File: src/rtl/edge_event_arbiter_if.sv
// edge_event_arbiter_if
// Purpose: valid/ready event stream leaving the edge-detect cluster.
//   The master (edge_event_arbiter) presents one event at a time; the
//   slave (event logger / interrupt block) accepts it with evt_ready.
// Signals:
//   evt_valid   - an event is presented
//   evt_ready   - consumer accepts the presented event
//   evt_chan    - channel index of the event (CW bits)
//   evt_is_rise - 1 = rising edge, 0 = falling edge
//   evt_stamp   - timestamp captured when the edge pulse was sampled
interface edge_event_arbiter_if #(
  parameter int N_CH = 4,
  parameter int TSW  = 16
);
  localparam int CW = (N_CH > 1) ? $clog2(N_CH) : 1;

  logic           evt_valid;
  logic           evt_ready;
  logic [CW-1:0]  evt_chan;
  logic           evt_is_rise;
  logic [TSW-1:0] evt_stamp;

  modport master (
    output evt_valid,
    output evt_chan,
    output evt_is_rise,
    output evt_stamp,
    input  evt_ready
  );

  modport slave (
    input  evt_valid,
    input  evt_chan,
    input  evt_is_rise,
    input  evt_stamp,
    output evt_ready
  );
endinterface

File: src/rtl/edge_event_arbiter.sv
// edge_event_arbiter
// Purpose: collects one-cycle rise/fall pulses from N_CH edge highlighters,
//   buffers one pending timestamped event per channel per edge type, and
//   serialises them round-robin onto a single valid/ready event stream.
// Ports:
//   clk        - clock
//   rst_n      - asynchronous active-low reset
//   rise_pulse - per-channel rising-edge pulses (bit i = channel i)
//   fall_pulse - per-channel falling-edge pulses (bit i = channel i)
//   ovf_clr    - one-cycle pulse clearing all overflow flags
//   ovf        - sticky per-channel overflow flags
//   evt        - output event stream (master side)
module edge_event_arbiter #(
  parameter int N_CH = 4,
  parameter int TSW  = 16
) (
  input  logic                       clk,
  input  logic                       rst_n,
  input  logic [N_CH-1:0]            rise_pulse,
  input  logic [N_CH-1:0]            fall_pulse,
  input  logic                       ovf_clr,
  output logic [N_CH-1:0]            ovf,
  edge_event_arbiter_if.master       evt
);
  // Slot k = 2*i is channel i rise, 2*i+1 is channel i fall, so the
  // channel index is simply the slot index without its low bit.
  localparam int NS = 2 * N_CH;
  localparam int SW = $clog2(NS);

  logic [TSW-1:0] ts;
  logic [NS-1:0]  pending;
  logic [TSW-1:0] stamp [NS];
  logic [NS-1:0]  pulse;
  logic [SW-1:0]  rr;
  logic [SW-1:0]  win;
  logic           any_pending;
  logic           load_en;
  logic           grant;
  logic [NS-1:0]  gnt_vec;
  logic [N_CH-1:0] ovf_set;

  always_comb begin
    pulse = '0;
    for (int i = 0; i < N_CH; i++) begin
      pulse[2*i]   = rise_pulse[i];
      pulse[2*i+1] = fall_pulse[i];
    end
  end

  // Round-robin search: first pending slot at or after rr, wrapping at NS.
  always_comb begin
    logic [SW:0]   sum;
    logic [SW-1:0] idx;
    logic          found;
    win   = '0;
    found = 1'b0;
    sum   = '0;
    idx   = '0;
    for (int off = 0; off < NS; off++) begin
      sum = {1'b0, rr} + (SW+1)'(off);
      if (sum >= (SW+1)'(NS)) sum = sum - (SW+1)'(NS);
      idx = sum[SW-1:0];
      if (!found && pending[idx]) begin
        found = 1'b1;
        win   = idx;
      end
    end
  end

  assign any_pending = |pending;
  assign load_en     = !evt.evt_valid || evt.evt_ready;
  assign grant       = load_en && any_pending;

  always_comb begin
    gnt_vec = '0;
    if (grant) gnt_vec[win] = 1'b1;
  end

  // A pulse into an occupied slot is only an overflow when the slot is not
  // being drained in the same cycle; a granted slot simply takes the new event.
  always_comb begin
    ovf_set = '0;
    for (int k = 0; k < NS; k++) begin
      if (pulse[k] && pending[k] && !gnt_vec[k]) ovf_set[k/2] = 1'b1;
    end
  end

  always_ff @(posedge clk or negedge rst_n) begin
    if (!rst_n) ts <= '0;
    else        ts <= ts + 1'b1;
  end

  always_ff @(posedge clk or negedge rst_n) begin
    if (!rst_n) begin
      pending <= '0;
      for (int k = 0; k < NS; k++) stamp[k] <= '0;
    end else begin
      for (int k = 0; k < NS; k++) begin
        if (pulse[k] && (!pending[k] || gnt_vec[k])) begin
          pending[k] <= 1'b1;
          stamp[k]   <= ts;
        end else if (gnt_vec[k]) begin
          pending[k] <= 1'b0;
        end
      end
    end
  end

  // Output register reloads only when empty or being accepted, which keeps
  // the presented event stable under backpressure.
  always_ff @(posedge clk or negedge rst_n) begin
    if (!rst_n) begin
      evt.evt_valid   <= 1'b0;
      evt.evt_chan    <= '0;
      evt.evt_is_rise <= 1'b0;
      evt.evt_stamp   <= '0;
      rr              <= '0;
    end else if (load_en) begin
      if (any_pending) begin
        evt.evt_valid   <= 1'b1;
        evt.evt_chan    <= win[SW-1:1];
        evt.evt_is_rise <= ~win[0];
        evt.evt_stamp   <= stamp[win];
        rr              <= (win == SW'(NS - 1)) ? '0 : win + 1'b1;
      end else begin
        evt.evt_valid <= 1'b0;
      end
    end
  end

  // Clear first, then OR in new overflows so a simultaneous set wins.
  always_ff @(posedge clk or negedge rst_n) begin
    if (!rst_n) ovf <= '0;
    else        ovf <= (ovf_clr ? '0 : ovf) | ovf_set;
  end
endmodule

File: src/flat_wrapper.sv
// flat-port wrapper written by rule: the top's interface ports become plain ports
module edge_event_arbiter_flat 
#(
  parameter int N_CH = 4,
  parameter int TSW  = 16
)
  (clk, rst_n, rise_pulse, fall_pulse, ovf_clr, ovf, evt_evt_valid, evt_evt_chan, evt_evt_is_rise, evt_evt_stamp, evt_evt_ready);
  edge_event_arbiter_if #(.N_CH(N_CH), .TSW(TSW)) evt_i ();
  input  logic clk;
  input  logic rst_n;
  input  logic [N_CH-1:0] rise_pulse;
  input  logic [N_CH-1:0] fall_pulse;
  input  logic ovf_clr;
  output logic [N_CH-1:0] ovf;
  output wire logic [$bits(evt_i.evt_valid)-1:0] evt_evt_valid;
  output wire logic [$bits(evt_i.evt_chan)-1:0] evt_evt_chan;
  output wire logic [$bits(evt_i.evt_is_rise)-1:0] evt_evt_is_rise;
  output wire logic [$bits(evt_i.evt_stamp)-1:0] evt_evt_stamp;
  input wire logic [$bits(evt_i.evt_ready)-1:0] evt_evt_ready;
  assign evt_evt_valid = evt_i.evt_valid;
  assign evt_evt_chan = evt_i.evt_chan;
  assign evt_evt_is_rise = evt_i.evt_is_rise;
  assign evt_evt_stamp = evt_i.evt_stamp;
  assign evt_i.evt_ready = evt_evt_ready;
  edge_event_arbiter #(.N_CH(N_CH), .TSW(TSW)) u_core (.clk(clk), .rst_n(rst_n), .rise_pulse(rise_pulse), .fall_pulse(fall_pulse), .ovf_clr(ovf_clr), .ovf(ovf), .evt(evt_i));
endmodule
File: config.mk
export PLATFORM = sky130hd
export DESIGN_NAME = edge_event_arbiter_flat
export DESIGN_NICKNAME = d
export VERILOG_FILES = /design/src/rtl/edge_event_arbiter_if.sv /design/src/rtl/edge_event_arbiter.sv /design/src/flat_wrapper.sv
export SDC_FILE = /design/constraint.sdc
export NUM_CORES = 1
export LEC_CHECK = 0
export CAP_MARGIN = 30
export CORE_MARGIN = 2
export CORE_UTILIZATION = 40
export DETAILED_ROUTE_END_ITERATION = 6
export SYNTH_ARGS = -nofsm -noshare
export SYNTH_HDL_FRONTEND = slang
export SYNTH_SLANG_ARGS = --single-unit
File: constraint.sdc
create_clock -name clk -period 4.4 [get_ports clk]
set_input_delay 0.88 -clock clk [delete_from_list [all_inputs] [get_ports clk]]
set_output_delay 0.88 -clock clk [all_outputs]
set_load 0.1 [all_outputs]
[Word level (Yosys, flattened, before mapping)]
Index checks and enable logic that the tools add are counted.
Operators by class
  eq/ne operators: 1
  mux-type cells: 72
  reductions and logical operators: 76
  add/subtract/negate cells: 17
  bitwise operators: 3
  order comparisons: 19
Operators with widths (count)
  2-to-1 mux 3 bit: 17
  binary-select mux 16 bit (select 3 bit): 1
  2-to-1 mux 1 bit: 41
  < comparator 3 x 4 -> 1 bit, second input constant: 9
  logical AND 1 bit: 33
  greater-or-equal comparator 4 bit, second input constant: 8
  2-to-1 mux 16 bit: 2
  binary-select mux 1 bit (select 3 bit): 8
  zero test 1 bit: 24
  subtractor 3 x 1 -> 3 bit, second input constant: 8
  adder 16 x 1 -> 16 bit, second input constant: 1
  adder 3 x 3 -> 4 bit, second input constant: 4
  nonzero test 2 bit: 8
  logical OR 1 bit: 9
  adder 3 x 2 -> 4 bit, second input constant: 2
  2-to-1 mux 8 bit: 1
  OR reduction 8 bit: 1
  adder 3 x 1 -> 4 bit, second input constant: 1
  greater-or-equal comparator 3 x 4 -> 1 bit, second input constant: 1
  2-to-1 mux 4 bit: 1
  inverter 3 -> 4 bit: 1
  OR 4 bit: 1
  adder 3 x 1 -> 3 bit, second input constant: 1
  demux 1 bit (select 3 bit): 1
  other kinds (4): 4
Storage, ports and cells
  register bits: 179
  output and inout bits: 24
  word-level logic and storage cells: 211
  input bits: 12

[Logic depth before layout (Yosys ltp)]
  depth in word-level cells: 36
  mapped depth: 19
  mapped depth without buffers: 12

[Worst setup path after synthesis]
OpenSTA, ideal clock, no wires.
  path kind: register to register
  from: reg u_core.rr[1]
  to: reg u_core.stamp[85] (netlist name)
  library setup time: 125 ps
  period minus slack after synthesis: 4526 ps
  cell stages (with the launch flop): 20
  path slack: -126 ps
  arrival: 4401 ps
  data required time: 4275 ps
  cell sequence: dfrtp_1 -> buf_2 -> buf_2 -> inv_1 -> ha_1 -> buf_6 -> mux2_1 -> mux4_2 -> o32a_1 -> buf_6 -> or2_1 -> o32a_1 -> nor3_4 -> or2_1 -> buf_4 -> o31a_1 -> nand2b_1 -> buf_6 -> buf_6 -> mux2_4
Between the ends
  longest elaborated chain between the ends: 33
  elaborated cells between the ends (all ways): 84
  classes of those cells: add/sub: 15; order compare: 10; mux: 42; reduce/logical: 17
RTL lines
  from (decl): RTL line edge_event_arbiter.sv:34  | logic [SW-1:0] rr;
  from (signal assigned): RTL line edge_event_arbiter.sv:124  | rr <= (win == SW'(NS - 1)) ? '0 : win + 1'b1;
  parallel branches: the longest is 25 deep, another holds adder 3 x 1 -> 4 bit
  2-to-1 mux 3 bit *: RTL line edge_event_arbiter.sv:63  | if (!found && pending[idx]) begin
  < comparator 3 x 4 -> 1 bit (implied by the code) / greater-or-equal comparator 3 x 1 -> 1 bit (equally long branches): RTL line edge_event_arbiter.sv:76  | if (grant) gnt_vec[win] = 1'b1;
  logical AND 1 bit (implied by the code): RTL line edge_event_arbiter.sv:76
  2-to-1 mux 1 bit (implied by the code): RTL line edge_event_arbiter.sv:76
  demux 1 bit (select 3 bit) *
  2-to-1 mux 8 bit *: RTL line edge_event_arbiter.sv:76
  logical OR 1 bit *: RTL line edge_event_arbiter.sv:99  | if (pulse[k] && (!pending[k] || gnt_vec[k])) begin
  logical AND 1 bit *: RTL line edge_event_arbiter.sv:99
  to (signal, indexed assignment): RTL line edge_event_arbiter.sv:101  | stamp[k] <= ts;
  to (decl): RTL line edge_event_arbiter.sv:32  | logic [TSW-1:0] stamp [NS];
Every way passes the cells marked *. The select of a mux whose other input is x is not followed.
A chain may end at the register's enable or synchronous reset.

[Worst setup path in the final report]
  from: reg u_core.rr[1]
  to: reg u_core.stamp[13] (netlist name)
Same word-level chain as after synthesis.

==> impl_metrics.toml <==
[placement]
gp_congestion = 0.8643
place_area_mm2 = 0.01029
port-buffer-count = 35
dp_hpwl_um = 15070

[yosys]
async_reset_ff_frac = 1.000
netlist_area_mm2 = 0.009350
ys_types = 62
syn_nets = 762
ys_warn_count = 0
yosysSeqAreaShare = 0.4791
syn_inst = 747
yosys_most_used_dff = "dfrtp_1"
synth_area_per_cell_um2 = 12.52
ys_seq_elements = 179
synth-edff-count = 0

[sta]
min_period_over_period = 0.9617
worst_pin_slew_ns = 0.9890
report.final.slew_viol_count = 0
whs_ns = 0.2747
rsz0062_at_grt = "no"
maxSlewHeadroom = 0.3386
fin_skew_ns = 0.01116
clock.fmax_mhz = 236.3
setup_violations = 0
post-route-min-period_ns = 4.231
fin_tns_setup_ns = 0
hold_viol = 0

[clocking]
clock_sinks = 179
root_buffer = "clkbuf_16"
cts_buffers = 17
cts_buffer_depth = 2
clock_latency_ns = 0.43
cts_hold_buf = 0
cts_tree = "done"
clk_pin_slew_ns = 0.07
htreeDepth = 4

[final_layout]
final_common_cell = "dfrtp_1"
final_cell_area_mm2 = 0.01108
final_util = 0.4865
layout_common_cells = "dfrtp_1, mux2_2, nand2_1, buf_4, clkdlybuf4s50_1"
area_growth_pct = 18.52
drive_gt1_frac = 0.3102
antenna_cells = 0
nNetsFinal = 809
num-fill-cells = 1967

[detailed_routing]
ant_nets = 0
first_pass_iters = 5
viasPerCell = 5.648
drtIter0Drc = 382
num_vias = 6320
wirelength_um = 23100
detail_route.wl_per_cell_um = 20.65
drc = 0

[floorplanning]
start_util = 0.4105
std_cell_rows = 55
die_w_um = 156.9
die_h_um = 156.9
ioPinCount = 36
die_area_mm2 = 0.02461
coreArea_mm2 = 0.02278

[global_routing]
antenna_found_initial = 0
grtUsageTotal = 0.1933
grt_start_max_net_pins = 114
grt_pass1_vias = 6624
grt_overflow_total = 0
grt_pass1_wl_um = 36360

[pwr]
power_density_mw_per_mm2 = 802.1
p_comb_frac = 0.567
internal_power_w = 0.005080
p_sw_w = 0.003809
leakage_nw = 4.839
pwr-share-seq = 0.253
vdd_ir_drop_max_mv = 0.5729
clkPwrFrac = 0.180
p_sw_frac = 0.4285

[outcome]
status = "complete, no violations"

[job]
max_cap_viol_count = 0

[setup_path]
end_kind = "register"
startpoint = "u_core.rr[1]"
r2r_start = "u_core.rr[1]"
cp-start-kind = "register"
crit_required_ns = 4.71
worstPathArrival_ns = 4.54
worstSetupPathType = "reg -> reg"
worstPathMaxFanout = 9
path_cells = "inv_1 > ha_4 > mux2_1 > mux4_2 > o32a_2 > or2_1 > o32a_1 > nor3_4 > or2_4 > buf_4 > o21ai_2 > nand2_2 > buf_12 > mux2_2"
cpPeakStageDelay_ns = 0.48
cp_slowest_cell = "mux4_2"

[worst_hold_path]
hold_class = "in -> async"
critical path, delay by kind of cell, from the launching register on:
family	cells	cell delay, ns
AOI/OAI and AO/OA	3	0.87
adders and majority gates	1	0.32
buffers and inverters	3	0.41
DFF	1	0.35
muxes	3	1.18
and+or+nand+nor	4	0.96
cell type report:
class                      count  area [um^2]  share of cell area
clock buffer                  22        464.2             0.04189
multi-input combinational    484         4527              0.4085
tap                          313        391.6             0.03534
inverter                      24        90.09            0.008129
sequential                   179         4479              0.4042
timing repair buffer          88        975.9             0.08807
clock inverter                 9        153.9             0.01389
cells in the mapped netlist, types with 7 or more instances:
library cell  count  share of area
dfrtp_1         179           0.48
mux2_2           76          0.092
nand2_1          49          0.020
mux2_4           30          0.048
clkbuf_1         29          0.012
mux2_1           28          0.034
o21ai_0          28          0.015
a211oi_1         27          0.022
mux4_2           27          0.065
inv_1            24         0.0096
mux2i_1          22          0.024
nor2_1           17         0.0068
buf_2            15         0.0080
xnor2_1          15          0.014
nand2b_1         11         0.0074
nand3_1          11         0.0059
a221o_1          10          0.011
buf_6             9          0.011
nor3_1            9         0.0048
a21oi_1           7         0.0037
or4_1             7         0.0056
state kept, by name, summed over array words and instances (netlist names):
name and flops:
u_core.ts 16, u_core.ovf 4, u_core.pending 8, u_core.rr 3, u_core.evt.evt_stamp 16, u_core.evt.evt_chan 2
u_core.evt.evt_is_rise 1, u_core.evt.evt_valid 1, u_core.stamp 128
cell families (layout without fill, tap and decap cells):
logic type / Yosys count / after routing / synth area share
xor+xnor: 20 / 20 / 0.01873
mux: 183 / 183 / 0.2620
buf+inv: 84 / 143 / 0.04456
flops: 179 / 179 / 0.4791
compound gates: 139 / 139 / 0.1128
fa+ha+maj: 3 / 3 / 0.004015
simple gates: 139 / 139 / 0.07882
per-layer routing:
metal  track usage  share of wire  up-vias
li1              -              -     2866
met1        0.2623           0.46     3247
met2        0.3122           0.48      168
met3       0.02974          0.036       39
met4       0.07733          0.022        0
met5             0              0        -
power by group through the flow:
stage / Sequential (W) / Combinational (W) / Clock (W)
CTS: 0.00224 / 0.00474 / 0.00163
finish: 0.00225 / 0.00504 / 0.00160
global route: 0.00229 / 0.00534 / 0.00170
global placement: 0.00225 / 0.00463 / 0
floorplan: 0.00266 / 0.00292 / 0
detailed placement: 0.00227 / 0.00473 / 0
repair_timing:
action                                  4_1_cts  5_1_grt
endpoints found under the setup margin        1      143
cloned                                        0        1
pin swaps                                     0        2
gates resized for setup                       1       17
setup buffers                                 0        3
metrics by stage:
step	total power, W	cells	worst slack [ns]
5_1_grt	0.009330	1119	0.01602
4_1_cts	0.008621	1114	0.03024
2_1_floorplan	0.005576	747	0.0004623
3_5_place_dp	0.006999	1083	0.02899
6_report	0.008889	1119	0.1685
3_3_place_gp	0.006878	1082	0.1079
final timing paths:
path                                             to  slack [ns]  cells after the start
max                                u_core.stamp[13]        0.17                     14
min                        u_core.evt.evt_stamp[13]        0.27                      1
max reg2reg                        u_core.stamp[13]        0.17                     14
min reg2reg                  u_core.evt.evt_chan[0]        0.48                      2
max in group asynchronous              u_core.ts[2]        3.12                      3
min in group clk             u_core.evt.evt_chan[0]        0.48                      2
No activity file was read; power rests on OpenSTA's default activity.
